$ cat config.mk
export PLATFORM = sky130hd
export DESIGN_NAME = rf_port_sched
export DESIGN_NICKNAME = d
export VERILOG_FILES = /design/src/rtl/rf_port_sched.sv
export SDC_FILE = /design/constraint.sdc
export NUM_CORES = 1
export LEC_CHECK = 0
export CORE_UTILIZATION = 42
export DETAILED_ROUTE_END_ITERATION = 8
export PLACE_DENSITY = 0.86
export SKIP_CTS_REPAIR_TIMING = 1
export SLEW_MARGIN = 15
export SYNTH_ARGS = -nofsm -noshare
export SYNTH_HDL_FRONTEND = slang
export SYNTH_SLANG_ARGS = --single-unit
$ cat constraint.sdc
create_clock -name clk -period 5.2 [get_ports clk]
set_input_delay 1.04 -clock clk [delete_from_list [all_inputs] [get_ports clk]]
set_output_delay 1.04 -clock clk [all_outputs]
set_load 0.01 [all_outputs]
$ cat src/rtl/rf_port_sched.sv
// rtl/rf_port_sched.sv - single-port RF scheduler: serialised rs1/rs2 fetch with writeback priority
// Optional x0 read skipping when RF_PORT_SCHED_X0_SKIP_EN is defined.
module rf_port_sched #(
  parameter int WORD_SIZE = 32,
  parameter int REG_COUNT = 32
) (
  input  logic                         clk,
  input  logic                         rstn,
  input  logic                         req_valid,
  output logic                         req_ready,
  input  logic [$clog2(REG_COUNT)-1:0] req_rs1,
  input  logic [$clog2(REG_COUNT)-1:0] req_rs2,
  input  logic                         req_need_rs2,
  output logic                         rsp_valid,
  input  logic                         rsp_ready,
  output logic [WORD_SIZE-1:0]         op1,
  output logic [WORD_SIZE-1:0]         op2,
  input  logic                         wb_valid,
  output logic                         wb_ready,
  input  logic [$clog2(REG_COUNT)-1:0] wb_addr,
  input  logic [WORD_SIZE-1:0]         wb_data,
  output logic                         rf_we,
  output logic [$clog2(REG_COUNT)-1:0] rf_addr,
  output logic [WORD_SIZE-1:0]         rf_wdata,
  input  logic [WORD_SIZE-1:0]         rf_rdata
);

  localparam int AW = $clog2(REG_COUNT);

  typedef enum logic [1:0] {
    IDLE = 2'd0,
    RD1  = 2'd1,
    RD2  = 2'd2,
    RSP  = 2'd3
  } state_t;

  state_t               state_q;
  logic [AW-1:0]        rs1_q;
  logic [AW-1:0]        rs2_q;
  logic                 need2_q;
  logic [WORD_SIZE-1:0] op1_q;
  logic [WORD_SIZE-1:0] op2_q;
  logic                 rsp_valid_q;
  logic                 req_fire;
  logic                 rd2_needed;

  assign req_fire = (state_q == IDLE) & req_valid & ~wb_valid;

`ifdef RF_PORT_SCHED_X0_SKIP_EN
  assign rd2_needed = need2_q & (rs2_q != '0);
`else
  assign rd2_needed = need2_q;
`endif

  // Writeback only ever owns the port in IDLE; x0 writes are consumed but never reach the rf.
  always_comb begin
    wb_ready  = 1'b0;
    req_ready = 1'b0;
    rf_we     = 1'b0;
    rf_addr   = '0;
    rf_wdata  = '0;
    case (state_q)
      IDLE: begin
        wb_ready  = 1'b1;
        req_ready = ~wb_valid;
        rf_addr   = wb_addr;
        rf_wdata  = wb_data;
        rf_we     = rstn & wb_valid & (wb_addr != '0);
      end
      RD1:     rf_addr = rs1_q;
      RD2:     rf_addr = rs2_q;
      default: rf_addr = '0;
    endcase
  end

  always_ff @(posedge clk or negedge rstn) begin
    if (!rstn) begin
      state_q     <= IDLE;
      rs1_q       <= '0;
      rs2_q       <= '0;
      need2_q     <= 1'b0;
      op1_q       <= '0;
      op2_q       <= '0;
      rsp_valid_q <= 1'b0;
    end else begin
      case (state_q)
        IDLE: begin
          if (req_fire) begin
            rs1_q   <= req_rs1;
            rs2_q   <= req_rs2;
            need2_q <= req_need_rs2;
`ifdef RF_PORT_SCHED_X0_SKIP_EN
            // Skipped x0 reads leave their operand at the zero loaded here.
            op1_q <= '0;
            op2_q <= '0;
            if (req_rs1 != '0) begin
              state_q <= RD1;
            end else if (req_need_rs2 && (req_rs2 != '0)) begin
              state_q <= RD2;
            end else begin
              state_q     <= RSP;
              rsp_valid_q <= 1'b1;
            end
`else
            state_q <= RD1;
`endif
          end
        end
        RD1: begin
          op1_q <= rf_rdata;
          if (rd2_needed) begin
            state_q <= RD2;
          end else begin
            op2_q       <= '0;
            state_q     <= RSP;
            rsp_valid_q <= 1'b1;
          end
        end
        RD2: begin
          op2_q       <= rf_rdata;
          state_q     <= RSP;
          rsp_valid_q <= 1'b1;
        end
        RSP: begin
          if (rsp_ready) begin
            state_q     <= IDLE;
            rsp_valid_q <= 1'b0;
          end
        end
        default: begin
          state_q     <= IDLE;
          rsp_valid_q <= 1'b0;
        end
      endcase
    end
  end

  assign op1       = op1_q;
  assign op2       = op2_q;
  assign rsp_valid = rsp_valid_q;

endmodule
==> flow_summary.rst, run 1 <==
.. list-table::
   :header-rows: 1

   * - Metric
     - Value
   * - Share of layout cells above drive strength 1
     - 0.1354
   * - Routed wire length
     - slightly above 10000 um
   * - Syn_nets
     - 397
   * - Req. time, crit path
     - about 4.2 ns
   * - Number of buffers on the longest clock path
     - 2
   * - Net switching power of the design
     - approximately 1200 uW
   * - Number of global-route vias before repair
     - roughly 3.2k
   * - Count of synthesis-stage warnings from yosys
     - 0
   * - DRC violation total after the first TritonRoute iteration
     - ~130
   * - Number of placed I/O pins
     - 190
   * - Final worst-path cycle share
     - 0.7296
   * - DRC
     - 0
   * - Fill cells
     - 611
   * - Crit-path max cell delay
     - about 0.9 ns
   * - List of cells traversed by the critical path
     - inv_1 > ha_2 > a222oi_1 > nor2_1 > clkdlybuf4s50_1
   * - Most used cells in the layout excluding fill and tap cells
     - clkdlybuf4s50_1, dfrtp_1, nand2_1
   * - Via density per instance
     - approximately 4.9
   * - Remaining antenna violation count after routing
     - 0
   * - I/O Buffers
     - roughly 190
   * - Total CTS buffers
     - 9
   * - Pins Over Slew Limit
     - 0
   * - Final Skew
     - ~0.0096 ns
   * - Slowest CP cell
     - ha_2
   * - #FFs+latches synth
     - between 70 and 80
   * - Initial cell density of the core
     - 0.4411
   * - IR Drop Worst-Case VDD
     - ~380 uV
   * - Number of iterations in the first detailed-routing pass
     - 4
   * - Clock slew seen by the registers of the worst setup and hold paths
     - roughly 0.080 ns
   * - Aggregate global-route resource usage
     - 0.2451
   * - Post-detailed-route wirelength per cell
     - 17.14 um
   * - Crit path arrival time
     - 2.75 ns
   * - Ys flop type
     - dfrtp_1
   * - Synth-to-Final Area Change
     - 60.73%
   * - WHS
     - around 0.47 ns
   * - Min-delay worst type
     - reg -> reg
   * - Status
     - finished clean
   * - Number of antenna violations at the first check in global routing
     - 0
   * - Number of maximum-capacitance constraint violations
     - 0
   * - Clock sink total
     - 78
   * - Slew headroom
     - 0.2975
   * - Routability congestion estimate
     - ~0.8
   * - Horizontal die dimension
     - roughly 93 um
   * - Category of the most critical setup path
     - reg -> out
   * - Async set or reset register ratio after synthesis
     - 1.000
   * - Post-synth EDFFs
     - 0
   * - Area of the core
     - between 7000 and 8000 um2
   * - Aggregate negative setup slack
     - 0 ns
   * - Chip Height
     - roughly 93 um
   * - Setup repair after global routing missed its margin
     - no
   * - Sw frac
     - 0.3635
   * - Number of buffer and inverter instances along the worst setup path
     - 2
   * - Clock share of power
     - 0.149
   * - Final setup violation count
     - 0
   * - Final-report hold violation count
     - 0
   * - Highest achievable clock rate
     - approximately 0.26 GHz
   * - Commonest non-fill, non-tap cell in the layout
     - clkdlybuf4s50_1
   * - Sequential Power Share
     - 0.311
   * - Pin slew with the least headroom to its limit
     - between 1 and 1.5 ns
   * - Leak Pwr
     - about 0.0025 uW
   * - Number of cells produced by synthesis
     - just over 300
   * - Fin nets
     - roughly 580
   * - Std-Cell Rows
     - 32
   * - Critical path fanouts, max
     - slightly above 40
   * - Critical path startpoint category
     - flop
   * - Wire length of the first global-routing pass
     - approximately 16000 um
   * - Kind of capture point of the worst setup path
     - primary output
   * - Library cells used by synthesis
     - 27
   * - Cell Pwr Density
     - about 610 nW/um2
   * - Average cell area after synthesis
     - ~11 um2
   * - Clk Latency, worst-skew pair
     - approximately 0.35 ns
   * - Seq/Total Area, Yosys
     - 0.5609
   * - Antenna cell count
     - 0
   * - Cell type group with the largest total delay on the critical path
     - adder cells
   * - H-tree levels
     - 3
   * - Internal power
     - 2166 uW
   * - TritonCTS clock tree
     - done
   * - Die outline area
     - about 8700 um2
   * - Total congestion overflow after global routing
     - 0
   * - Vias post-DR
     - approximately 3k
   * - Largest net degree at the start of global routing
     - slightly below 80
   * - Mapped Area
     - 3480 um2
   * - Cell at the root of the clock tree
     - clkbuf_8
   * - Shortest clock period the worst path allows after layout
     - 3.794 ns
   * - Hpwl dp
     - 7432 um
   * - Combinational fraction of design power
     - 0.540
==> logic make-up after synthesis <==
kind of cell,count (synthesis),synth area share
AO/OA/AOI/OAI,14,0.03308
flip-flops,78,0.5609
adder cells (fa/ha/maj),6,0.02157
buffers and inverters,22,0.04674
AND/OR/NAND/NOR,143,0.1963
multiplexers,43,0.1413
==> registers in the layout (all words and copies together), names as in the netlist <==
| register | flops |
|---|---|
| need2_q | 1 |
| op1 | 32 |
| op2 | 32 |
| rs1_q | 5 |
| rs2_q | 5 |
| rsp_valid | 1 |
| state_q | 2 |
==> cell usage after synthesis (all sizes together), types with 2 or more instances <==
cell	count	area share
a222oi	5	0.014
and2	32	0.058
buf	14	0.035
clkbuf	5	0.0083
dfrtp	78	0.56
ha	6	0.022
inv	3	0.0032
mux2	43	0.14
nand2	66	0.071
nand2b	2	0.0036
nand3	33	0.047
nor2	7	0.0076
o21ai	4	0.0068
==> layout make-up <==
class	count	area [um2]	area share
Sequential cell	78	1952	0.3490
Clock buffer	11	141.4	0.02528
Clock inverter	5	81.33	0.01454
Inverter	3	11.26	0.002013
Timing Repair Buffer	192	1912	0.3418
Multi-Input combinational cell	206	1368	0.2445
Tap cell	102	127.6	0.02282
==> stage by stage <==
stage	cell area (um2)	power, uW	instances	setup slack, ns	utilization
CTS	5593	3432	597	1.382	0.7091
global route	5593	3605	597	1.174	0.7091
global placement	5370	2851	581	1.732	0.6808
finish	5593	3404	597	1.406	0.7091
detailed placement	5370	2915	581	1.698	0.6808
floorplan	3480	2016	306	2.710	-
==> path summary, 6_finish.rpt <==
path	from	to	slack, ns	depth (start not counted)
worst min-delay path	op2[19]	op2[19]	0.47	2
worst max register to register	state_q[1]	op2[0]	2.60	7
min in group asynchronous	rstn	rs2_q[2]	0.91	2
max in group asynchronous	rstn	rs1_q[1]	3.62	2
worst max-delay path	state_q[1]	rf_addr[1]	1.41	5
worst min register to register	op2[19]	op2[19]	0.47	2
==> worst min-delay path, delay by kind of cell, from the launching register on <==
kind	cells	cell delay, ns
DFF	1	0.34
and+or+nand+nor	2	0.10
==> power by group through the flow <==
stage | logic [uW] | clock network (uW) | registers [uW]
2_1_floorplan | 853 | 0 | 1160
3_3_place_gp | 1800 | 0 | 1050
3_5_place_dp | 1840 | 0 | 1070
4_1_cts | 1850 | 516 | 1060
5_1_grt | 1970 | 541 | 1100
6_report | 1840 | 508 | 1060
==> per-layer routing <==
layer / routed length, um / global-route usage
met5: 0 / 0
met3: 645 / 0.08374
met2: 5076 / 0.4118
met4: 201 / 0.07308
met1: 4309 / 0.2985
(Power assumes the default switching activity.)
==> run 2, diff against run 1 <==
Settings changed: CORE_UTILIZATION 42 to 39, PLACE_DENSITY 0.86 to 0.81.
Clock period 5.2 ns to 3.8 ns, I/O delays scaled along.
==> flow_summary.rst, run 2 (synthesized netlist as in run 1, its figures left out) <==
.. list-table::
   :header-rows: 1

   * - Metric
     - Value
   * - DRC
     - 0 (unchanged)
   * - Combinational fraction of design power
     - 0.556 (was 0.540)
   * - Crit path arrival time
     - 2.72 ns (was 2.75 ns)
   * - Critical path startpoint category
     - flop (unchanged)
   * - Pins Over Slew Limit
     - 0 (unchanged)
   * - Busiest grt layer
     - met2 (unchanged)
   * - Cell Pwr Density
     - 803.9 nW/um2 (was 608.6 nW/um2)
   * - Chip Height
     - 96.46 um (was 93.02 um)
   * - Number of global-route vias before repair
     - 2970 (was 3162)
   * - Antenna cell count
     - 0 (unchanged)
   * - Pin slew with the least headroom to its limit
     - 0.9792 ns (was 1.054 ns)
   * - Share of layout cells above drive strength 1
     - 0.1388 (was 0.1354)
   * - Clock sink total
     - 78 (unchanged)
   * - Number of buffers on the longest clock path
     - 2 (unchanged)
   * - IR Drop Worst-Case VDD
     - 437.3 uV (was 384.7 uV)
   * - Final-report hold violation count
     - 0 (unchanged)
   * - Remaining antenna violation count after routing
     - 0 (unchanged)
   * - Internal power
     - 2817 uW (was 2166 uW)
   * - Min-delay worst type
     - reg -> reg (unchanged)
   * - Status
     - finished clean (unchanged)
   * - Post-layout utilization of the core
     - 0.6416 (was 0.7091)
   * - Aggregate global-route resource usage
     - 0.2156 (was 0.2451)
   * - Clock share of power
     - 0.122 (was 0.149)
   * - Aggregate negative setup slack
     - 0 ns (unchanged)
   * - Crit-path max cell delay
     - 0.82 ns (was 0.90 ns)
   * - Met3 Resource Use GR
     - 0.05164 (was 0.08374)
   * - Most used cells in the layout excluding fill and tap cells
     - clkdlybuf4s50_1, dfrtp_1, nand2_1 (unchanged)
   * - H-tree levels
     - 3 (unchanged)
   * - Std-Cell Rows
     - 34 (was 32)
   * - Slew headroom
     - 0.3472 (was 0.2975)
   * - Req. time, crit path
     - 3.04 ns (was 4.16 ns)
   * - Clk Latency, worst-skew pair
     - 0.33 ns (was 0.35 ns)
   * - TritonCTS clock tree
     - done (unchanged)
   * - Final worst-path cycle share
     - 0.9170
   * - Total congestion overflow after global routing
     - 0 (unchanged)
   * - Leak Pwr
     - 0.002459 uW (was 0.002484 uW)
   * - Met2 Use GR
     - 0.3768 (was 0.4118)
   * - Largest net degree at the start of global routing
     - 45 (was 79)
   * - Initial cell density of the core
     - 0.4010 (was 0.4411)
   * - Critical path fanouts, max
     - 38 (was 41)
   * - Wire length of the first global-routing pass
     - 15050 um (was 16080 um)
   * - Number of antenna violations at the first check in global routing
     - 0 (unchanged)
   * - Cell at the root of the clock tree
     - clkbuf_8 (unchanged)
   * - Net switching power of the design
     - 1659 uW (was 1237 uW)
   * - Clock slew seen by the registers of the worst setup and hold paths
     - 0.08 ns (about the same)
   * - Shortest clock period the worst path allows after layout
     - approximately 3.5 ns
   * - Highest achievable clock rate
     - around 0.29 GHz
   * - I/O Buffers
     - 189 (unchanged)
   * - Routability congestion estimate
     - 0.8517 (was 0.8151)
   * - Setup repair after global routing missed its margin
     - no (unchanged)
   * - DRC violation total after the first TritonRoute iteration
     - 75 (was 131)
   * - Routed wire length
     - 9812 um (was 10230 um)
   * - Horizontal die dimension
     - 96.46 um (was 93.02 um)
   * - Vias post-DR
     - 2911 (was 2947)
   * - List of cells traversed by the critical path
     - inv_1 > ha_1 > a222oi_1 > nor2_1 > clkdlybuf4s50_1 (was inv_1 > ha_2 > a222oi_1 > nor2_1 > clkdlybuf4s50_1)
   * - Via density per instance
     - 4.812 (was 4.936)
   * - Met1 capacity usage during global routing
     - 0.2657 (was 0.2985)
   * - Area of the core
     - 8678 um2 (was 7888 um2)
   * - Die outline area
     - 9304 um2 (was 8653 um2)
   * - Final Skew
     - 0.006270 ns (was 0.009559 ns)
   * - Number of maximum-capacitance constraint violations
     - 0 (unchanged)
   * - Hpwl dp
     - 7231 um (was 7432 um)
   * - Fin nets
     - 583 (was 581)
   * - Total Power Consumption
     - 4476 uW (was 3404 uW)
   * - Commonest non-fill, non-tap cell in the layout
     - clkdlybuf4s50_1 (unchanged)
   * - Slowest CP cell
     - ha_1 (was ha_2)
   * - Total CTS buffers
     - 9 (unchanged)
   * - Category of the most critical setup path
     - reg -> out (unchanged)
   * - Kind of capture point of the worst setup path
     - primary output (unchanged)
   * - Final setup violation count
     - 0 (unchanged)
   * - Synth-to-Final Area Change
     - 60.01% (was 60.73%)
   * - Sequential Power Share
     - 0.323 (was 0.311)
   * - Sw frac
     - 0.3706 (was 0.3635)
   * - Number of iterations in the first detailed-routing pass
     - 5 (was 4)
   * - Post-detailed-route wirelength per cell
     - 16.22 um (was 17.14 um)
   * - Number of placed I/O pins
     - 190 (unchanged)
==> run 2: cell types whose count changed in the layout (fill, tap and decap cells not counted) <==
cell,change
bufinv_16,-2
buf_4,+2
clkinv_2,-1
clkinv_4,+1
clkinvlp_4,+3
clkbuf_8,-1
==> run 2: path summary, 6_finish.rpt <==
| path | slack [ns] | endpoint | cells past startpoint | startpoint |
|---|---|---|---|---|
| min in group asynchronous | 0.49 | op1[16] | 2 | rstn |
| max in group asynchronous | 2.39 | op2[20] | 3 | rstn |
| worst min register to register | 0.47 | op2[30] | 2 | op2[30] |
| worst max-delay path | 0.32 | rf_addr[4] | 5 | state_q[0] |
| worst max register to register | 1.39 | op2[7] | 8 | state_q[1] |
| worst min-delay path | 0.47 | op2[30] | 2 | op2[30] |
==> run 2: power groups by stage <==
stage	clock [uW]	sequential, uW	combinational [uW]
6_report	545	1440	2490
3_5_place_dp	0	1460	2500
3_3_place_gp	0	1440	2450
4_1_cts	569	1450	2510
5_1_grt	598	1500	2680
2_1_floorplan	0	1590	1170
==> run 2: through the flow <==
stage                     hold slack [ns]  setup WS [ns]  area, um2  instances
after floorplan                    0.4644          1.650       3480        306
after global placement             0.4491         0.8208       5393        589
after detailed placement           0.4547         0.6938       5393        589
after CTS                          0.4735         0.3007       5568        605
after global routing               0.4902        0.05249       5568        605
final                              0.4694         0.3153       5568        605
==> run 2: worst max-delay path, delay by kind of cell (launching register included) <==
family	cells	cell delay (ns)
buf+inv	2	0.72
fa+ha+maj	1	0.82
compound gates	1	0.25
simple gates	1	0.15
flops	1	0.45
==> run 2: layout make-up <==
| type | count | area [um2] |
|---|---|---|
| Clock buffer | 10 | 127.6 |
| Clock inverter | 6 | 47.55 |
| Fill cell | 732 | 3110 |
| Inverter | 3 | 11.26 |
| Multi-Input combinational cell | 206 | 1368 |
| Sequential cell | 78 | 1952 |
| Tap cell | 108 | 135.1 |
| Timing Repair Buffer | 194 | 1927 |
==> run 2: per-layer routing <==
layer	routed length, um	vias to the layer above
li1	-	1392
met1	4071	1424
met2	5093	86
met3	552	9
met4	95	0
met5	0	-
